==> src/rtl/y_mat_addr_fetch.sv <==
// Y-matrix address fetch: reads one memory word per request and returns either
// one addressed lane field or a scan of every lane field, one per handshake.
module y_mat_addr_fetch #(
  parameter int LANES   = 16,
  parameter int LANE_W  = 16,
  parameter int FIELD_W = 11,
  parameter int ROW_W   = 16,
  parameter int MEM_AW  = 12,
  parameter int RD_LAT  = 1,
  localparam int DATA_W = LANES * LANE_W,
  localparam int LW     = $clog2(LANES)
) (
  input  logic              clock,
  input  logic              reset,
  input  logic              enable,
  input  logic              req_valid,
  output logic              req_ready,
  input  logic [ROW_W-1:0]  req_row,
  input  logic              req_mode,
  output logic              mem_rd_en,
  output logic [MEM_AW-1:0] mem_addr,
  input  logic [DATA_W-1:0] mem_rd_data,
  output logic              rsp_valid,
  input  logic              rsp_ready,
  output logic [FIELD_W-1:0] rsp_addr,
  output logic [LW-1:0]     rsp_lane,
  output logic              rsp_last
);

  localparam logic [1:0] IDLE = 2'd0;
  localparam logic [1:0] RD   = 2'd1;
  localparam logic [1:0] WAIT = 2'd2;
  localparam logic [1:0] OUT  = 2'd3;

  localparam int CW = (RD_LAT < 2) ? 1 : $clog2(RD_LAT + 1);

  logic [1:0]         state;
  logic [CW-1:0]      waitCnt;
  logic [LW-1:0]      lane;
  logic               scanMode;
  logic [DATA_W-1:0]  wordReg;
  logic [MEM_AW-1:0]  memAddrReg;
  logic [FIELD_W-1:0] fields [LANES];
  logic               inOut;
  logic               lastNow;
  logic               accept;
  logic               unusedWordBits;

  assign req_ready = reset && enable && (state == IDLE);
  assign accept    = req_valid && req_ready;
  assign inOut     = (state == OUT);
  assign lastNow   = !scanMode || (lane == LW'(LANES - 1));

  always_ff @(posedge clock) begin
    if (!reset) begin
      state      <= IDLE;
      waitCnt    <= '0;
      lane       <= '0;
      scanMode   <= 1'b0;
      wordReg    <= '0;
      memAddrReg <= '0;
    end else begin
      case (state)
        IDLE: begin
          if (accept) begin
            state      <= RD;
            memAddrReg <= MEM_AW'(req_row >> LW);
            lane       <= req_mode ? '0 : req_row[LW-1:0];
            scanMode   <= req_mode;
          end
        end
        RD: begin
          state   <= WAIT;
          waitCnt <= CW'(1);
        end
        // Memory word becomes valid RD_LAT cycles after the read strobe
        WAIT: begin
          if (waitCnt == CW'(RD_LAT)) begin
            wordReg <= mem_rd_data;
            state   <= OUT;
          end else begin
            waitCnt <= waitCnt + CW'(1);
          end
        end
        OUT: begin
          if (rsp_ready) begin
            if (lastNow) begin
              state <= IDLE;
              lane  <= '0;
            end else begin
              lane <= lane + LW'(1);
            end
          end
        end
        default: state <= IDLE;
      endcase
    end
  end

  // Lane 0 sits in the most significant lane; the field is the low part of each lane
  always_comb begin
    for (int i = 0; i < LANES; i++) begin
      fields[i] = wordReg[DATA_W-1-i*LANE_W-(LANE_W-FIELD_W) -: FIELD_W];
    end
  end

  assign unusedWordBits = ^wordReg;

  assign mem_rd_en = (state == RD);
  assign mem_addr  = memAddrReg;
  assign rsp_valid = inOut;
  assign rsp_addr  = inOut ? fields[lane] : '0;
  assign rsp_lane  = inOut ? lane : '0;
  assign rsp_last  = inOut && lastNow;

endmodule

==> config.mk <==
export PLATFORM = sky130hd
export DESIGN_NAME = y_mat_addr_fetch
export DESIGN_NICKNAME = d
export VERILOG_FILES = /design/src/rtl/y_mat_addr_fetch.sv
export SDC_FILE = /design/constraint.sdc
export NUM_CORES = 1
export LEC_CHECK = 0
export ABC_CLOCK_PERIOD_IN_PS = 1720
export BUFFER_PORTS_ARGS = -buffer_cell sky130_fd_sc_hd__buf_2
export CAP_MARGIN = 20
export CORE_MARGIN = 2
export CORE_UTILIZATION = 46
export CTS_CLUSTER_DIAMETER = 200
export DETAILED_ROUTE_END_ITERATION = 10
export PLACE_DENSITY = 0.86
export SLEW_MARGIN = 40
export SYNTH_ARGS = -nofsm -noshare
export SYNTH_HDL_FRONTEND = slang
export SYNTH_SLANG_ARGS = --single-unit
==> constraint.sdc <==
create_clock -name clock -period 1.72 [get_ports clock]
set_clock_uncertainty 0.2 [all_clocks]
set_input_delay 0.172 -clock clock [delete_from_list [all_inputs] [get_ports clock]]
set_output_delay 0.172 -clock clock [all_outputs]
set_load 0.1 [all_outputs]
==> key figures, run 1 <==
STA
  • Worst EP kind: primary output
  • Worst setup endpoint GRT: rsp_addr[8]

Floorplan
  • Io pins: 309
  • Site Rows: 50
  • DIE WIDTH: 143 um
  • Initial Util: 47.2%
  • Die span in y: 143 um

Synthesis
  • Post-synth EDFFs: 0
  • Area leader, netlist: dfxtp_1
  • Synthesis-stage register bit count: 196
  • Main synth FF type: dfxtp_1
  • Post-synthesis sequential area ratio: 44.2%
  • Top-count cell post-synth: nand2_1
  • Ys async rst share: 0%
  • Synth cell types: 37
  • Largest cells by area after synthesis: dfxtp_1 44%, nand2_1 16%, a21boi_1 16%
  • Main combinational cell family by area after synthesis: compound AO/OA/AOI/OAI gates
  • Simple logic cell fraction of the synthesized area: 18.3%
  • Synth Area in Compound Gates: 20.8%
  • Synth Area in Adders: 0.704%
  • Mux cell area share after synthesis: 11.2%
  • Synthesis Warnings: 0
  • Synth top area share: 44.2%
  • Syn_area_per_cell: 8.64 um2
  • Cells after Synth: 1029
  • Most frequent cells after synthesis: 389 x nand2_1, 196 x dfxtp_1, 190 x a21boi_1
  • XOR/XNOR Fraction of Synth Area: 0.197%
  • Post-Syn Nets: 1312
  • Post-Syn Area: 8890 um2

Clock tree
  • Clock sinks: 196
  • Clk root buf: clkbuf_16
  • Clock Tree Buf Depth: 2
  • Num CTS Buffers: 17
  • H-tree Lvls: 4

Place
  • Gpl congestion: 0.977
  • Port-buffer cells: 228
  • Post-DP HPWL: 20.9 mm

Status
  • Log Error: [ERROR DPL-0038] Utilization greater than 100%, impossible to legalize
  • Last stage the flow got to: 5_1_grt
  • Outcome: did not finish

GRT
  • Largest net degree at the start of global routing: 145
-- per-stage QoR --
| step | hold WS [ns] | worst slack, ns | instances | instance area, um2 |
|---|---|---|---|---|
| 3_3_place_gp | 0.210 | -0.436 | 1504 | 11100 |
| 2_1_floorplan | 0.107 | -0.467 | 1029 | 9240 |
| 3_5_place_dp | 0.217 | -0.438 | 1504 | 11100 |
| 4_1_cts | 0.00742 | -0.810 | 1818 | 16300 |
-- cells by family after synthesis --
kind of cell | count (synthesis)
AOI/OAI and AO/OA | 249
xor gates and xnor gates | 2
adders and majority gates | 5
buffers and inverters | 87
DFF | 196
muxes | 76
and+or+nand+nor | 414
-- what timing repair did --
item | CTS
hold buffers | 196
pin swaps | 168
endpoints found under the setup margin | 174
buffers inserted | 51
resized for setup | 380
endpoints found under the hold margin | 194
gates cloned | 36
==> run 2: changes to the inputs <==
- ABC_CLOCK_PERIOD_IN_PS: 1720 -> 2240
- CORE_UTILIZATION: 46 -> 40
- CTS_CLUSTER_DIAMETER: 200 -> default
- PLACE_DENSITY: 0.86 -> default
- PLACE_DENSITY_LB_ADDON: default -> 0.15
- clock period: 1.72 -> 2.24 ns (I/O delays scaled with it)
==> run 2 against run 1 <==
The flow now finishes, with violations (setup timing). Synthesized area is the same. Synthesized cell count did not move.
==> key figures, run 2 <==
STA
  • Slew Viols, Final: 0
  • Period utilization: 114%
  • Final Hold Vio Count: 0
  • Setup-failing EPs final: 12
  • Minimum clock period: 2.56 ns
  • RSZ-0062 raised after global routing: yes
  • Worst slew margin: 54.4%
  • Final WS setup: -0.317 ns
  • Hold slack: 0.00676 ns
  • Slew @ Worst Pin: 0.685 ns
  • Max Fclk: 391 MHz

Synthesis
  • Synth Area in Adders: 0.704% (unchanged)
  • Synthesis Warnings: 0 (unchanged)
  • Largest cells by area after synthesis: dfxtp_1 44%, nand2_1 16%, a21boi_1 16% (unchanged)
  • Post-synth EDFFs: 0 (unchanged)
  • Synth cell types: 37 (unchanged)
  • Area leader, netlist: dfxtp_1 (unchanged)
  • Synth Area in Compound Gates: 20.8% (unchanged)
  • Post-synthesis sequential area ratio: 44.2% (unchanged)
  • Ys async rst share: 0% (unchanged)
  • Simple logic cell fraction of the synthesized area: 18.3% (unchanged)
  • Synth top area share: 44.2% (unchanged)
  • Syn_area_per_cell: 8.64 um2 (unchanged)
  • Main combinational cell family by area after synthesis: compound AO/OA/AOI/OAI gates (unchanged)
  • Post-Syn Area: 8890 um2 (unchanged)
  • Synthesis-stage register bit count: 196 (unchanged)
  • Most frequent cells after synthesis: 389 x nand2_1, 196 x dfxtp_1, 190 x a21boi_1 (unchanged)
  • Cells after Synth: 1029 (unchanged)
  • XOR/XNOR Fraction of Synth Area: 0.197% (unchanged)
  • Mux cell area share after synthesis: 11.2% (unchanged)
  • Main synth FF type: dfxtp_1 (unchanged)
  • Top-count cell post-synth: nand2_1 (unchanged)
  • Post-Syn Nets: 1312 (unchanged)

Setup path
  • Endpoint class of the critical path: primary output
  • CP cell instances: buf_6 -> mux4_2 -> mux2i_1 -> buf_4 -> o21ai_4 -> buf_12
  • R2R setup slack: 0.03 ns
  • CP max stage delay: 0.55 ns
  • Crit path max fanout: 9
  • Slowest CP cell: mux4_2
  • Critical Path RT: 1.82 ns
  • Worst setup path class: flip-flop to primary output
  • RR Startpoint: lane[0]$_SDFFE_PN0P_
  • CP startpoint kind: flip-flop
  • Buf/Inv on CP: 3
  • Critical Path AT: 2.13 ns
  • Critical Path Start: lane[0]$_SDFFE_PN0P_
  • Largest delay share family, worst path: multiplexers

Drt
  • Vias: 8593
  • Initial DRC count: 558
  • Routed Antenna Nets: 0
  • First-pass detailed-route iteration total: 5
  • DRT Wirelength: 29.0 mm
  • Number of remaining DRC errors: 0
  • Mean number of vias per cell: 4.99
  • DR WL/cell: 16.9 um

Pwr
  • Worst vdd ir: 525 uV
  • PD cells: 784 nW/um2
  • Clk pwr share: 33.5%
  • Comb pwr share: 31.2%
  • Pwr Total: 10.7 mW
  • Lkg Pwr: 5.12 nW
  • Pint: 7.44 mW
  • Switching part of the total: 30.5%
  • Switching power: 3.27 mW
  • Sequential power share: 35.4%

GRT
  • All-Layer GR Usage: 24.1%
  • Busiest layer in global routing: met2
  • GRT met2 Usage: 39.7%
  • Met3 global-route usage: 5.25%
  • Antenna violations before repair: 2
  • Largest net degree at the start of global routing: 185
  • Grt met1 use: 32.3%
  • Global-route wire length before repair: 44.6 mm
  • Vias in the first global route: 8504
  • Gr ovfl total: 0

Layout
  • Net total in the final layout: 1710
  • Area grow syn2layout: 53.7%
  • Most common cell after layout, fill and taps aside: nand2_1
  • Ratio of cells with drive above 1 in the final layout: 25.9%
  • Most frequent cells in the layout: 386 x nand2_1, 211 x buf_2, 193 x dfxtp_1
  • Final core occ: 62.6%
  • Most flops, register: wordReg
  • Post-route cell area: 13700 um2
  • Max FFs per register: 176

Floorplan
  • Core Area: 21800 um2
  • Die span in y: 153 um (was 143 um)
  • DIE WIDTH: 153 um (was 143 um)
  • Die area: 23400 um2
  • Io pins: 309 (unchanged)
  • Site Rows: 54 (was 50)
  • Initial Util: 40.7% (was 47.2%)

Clock tree
  • Worst skew pair latency: 0.44 ns
  • Clock sinks: 196 (unchanged)
  • CTS tree: yes
  • Clock Tree Buf Depth: 2 (unchanged)
  • H-tree Lvls: 4 (unchanged)
  • Clk root buf: clkbuf_16 (unchanged)
  • CTS clk-pin slew, worst paths: 0.07 ns
  • Num CTS Buffers: 17 (unchanged)

Place
  • Port-buffer cells: 228 (unchanged)
  • Post-DP HPWL: 18.8 mm (was 20.9 mm)
  • Gpl congestion: 0.825 (was 0.977)
  • Placed cell area: 10800 um2 (was 11100 um2)
  • DP Worst Slack: 0.0584 ns (was -0.438 ns)

Hold path
  • Hold Startpoint: req_row[2]
  • Hold Path Class: input pin to flip-flop

Status
  • Failing checks: setup timing
  • Outcome: finished with violations (was did not finish)

Run
  • Max_cap viols: 0
run 2: cell counts after synthesis:
No cell type changed its count.
run 2: worst register-to-register path, stage by stage, from the launching register on:
cell	delay, ns
dfxtp_4	0.41
buf_12	0.17
buf_4	0.12
buf_6	0.11
ha_2	0.19
nand3_2	0.09
and3_1	0.29
a2111oi_4	0.34
mux2i_1	0.22
run 2: path summary, 6_finish.rpt:
kind                               end  depth (start not counted)
max                        rsp_addr[2]                          6
min               lane[2]$_SDFFE_PN0P_                          3
max reg2reg      state[1]$_SDFFE_PN0P_                          8
min reg2reg  wordReg[227]$_SDFFE_PN0P_                          2
run 2: layer usage:
layer  routed length (um)  part of all wire, %  vias up
met5                   13                0.045        -
met2                13800                   48      247
met4                  489                  1.7        2
met1                13200                   45     4058
met3                 1520                  5.2       34
li1                     -                    -     4252
run 2: kinds of logic after synthesis:
group           after synthesis
simple gates                414
compound gates              249
flops                       196
buf+inv                      87
mux                          76
fa+ha+maj                     5
xor+xnor                      2
run 2: repair_timing:
item | 4_1_cts | 5_1_grt
hold endpoints to repair | 191 | 0
setup buffers | 2 | 2
gates cloned | 0 | 1
endpoints found under the setup margin | 13 | 13
pin swaps | 7 | 5
hold buffers | 192 | 0
resized for setup | 28 | 18
run 2: power groups by stage:
stage               logic [mW]  registers (mW)  clock network, mW
floorplan                 1.86            3.88                  0
global placement          2.75            3.84                  0
detailed placement        2.77            3.85                  0
CTS                       3.17            3.77               3.63
global route              3.56            3.81               3.77
finish                    3.34            3.79               3.58
run 2: cell type report:
cell class              count  area [um2]
diodes                      1        2.50
clock buffers              19         443
clock inverters            13         244
fillers                  1844        8160
inverters                   4        22.5
multi-input cells         746        4880
flip-flops and latches    196        3930
well taps                 280         350
repair buffers            462        3790
run 2: per-stage QoR:
stage / instances / setup TNS [ns]
2_1_floorplan: 1029 / -0.209
3_3_place_gp: 1491 / 0
3_5_place_dp: 1491 / 0
4_1_cts: 1717 / -3.04
5_1_grt: 1721 / -4.00
6_report: 1721 / -3.06
Power figures use the tool's default switching activity.
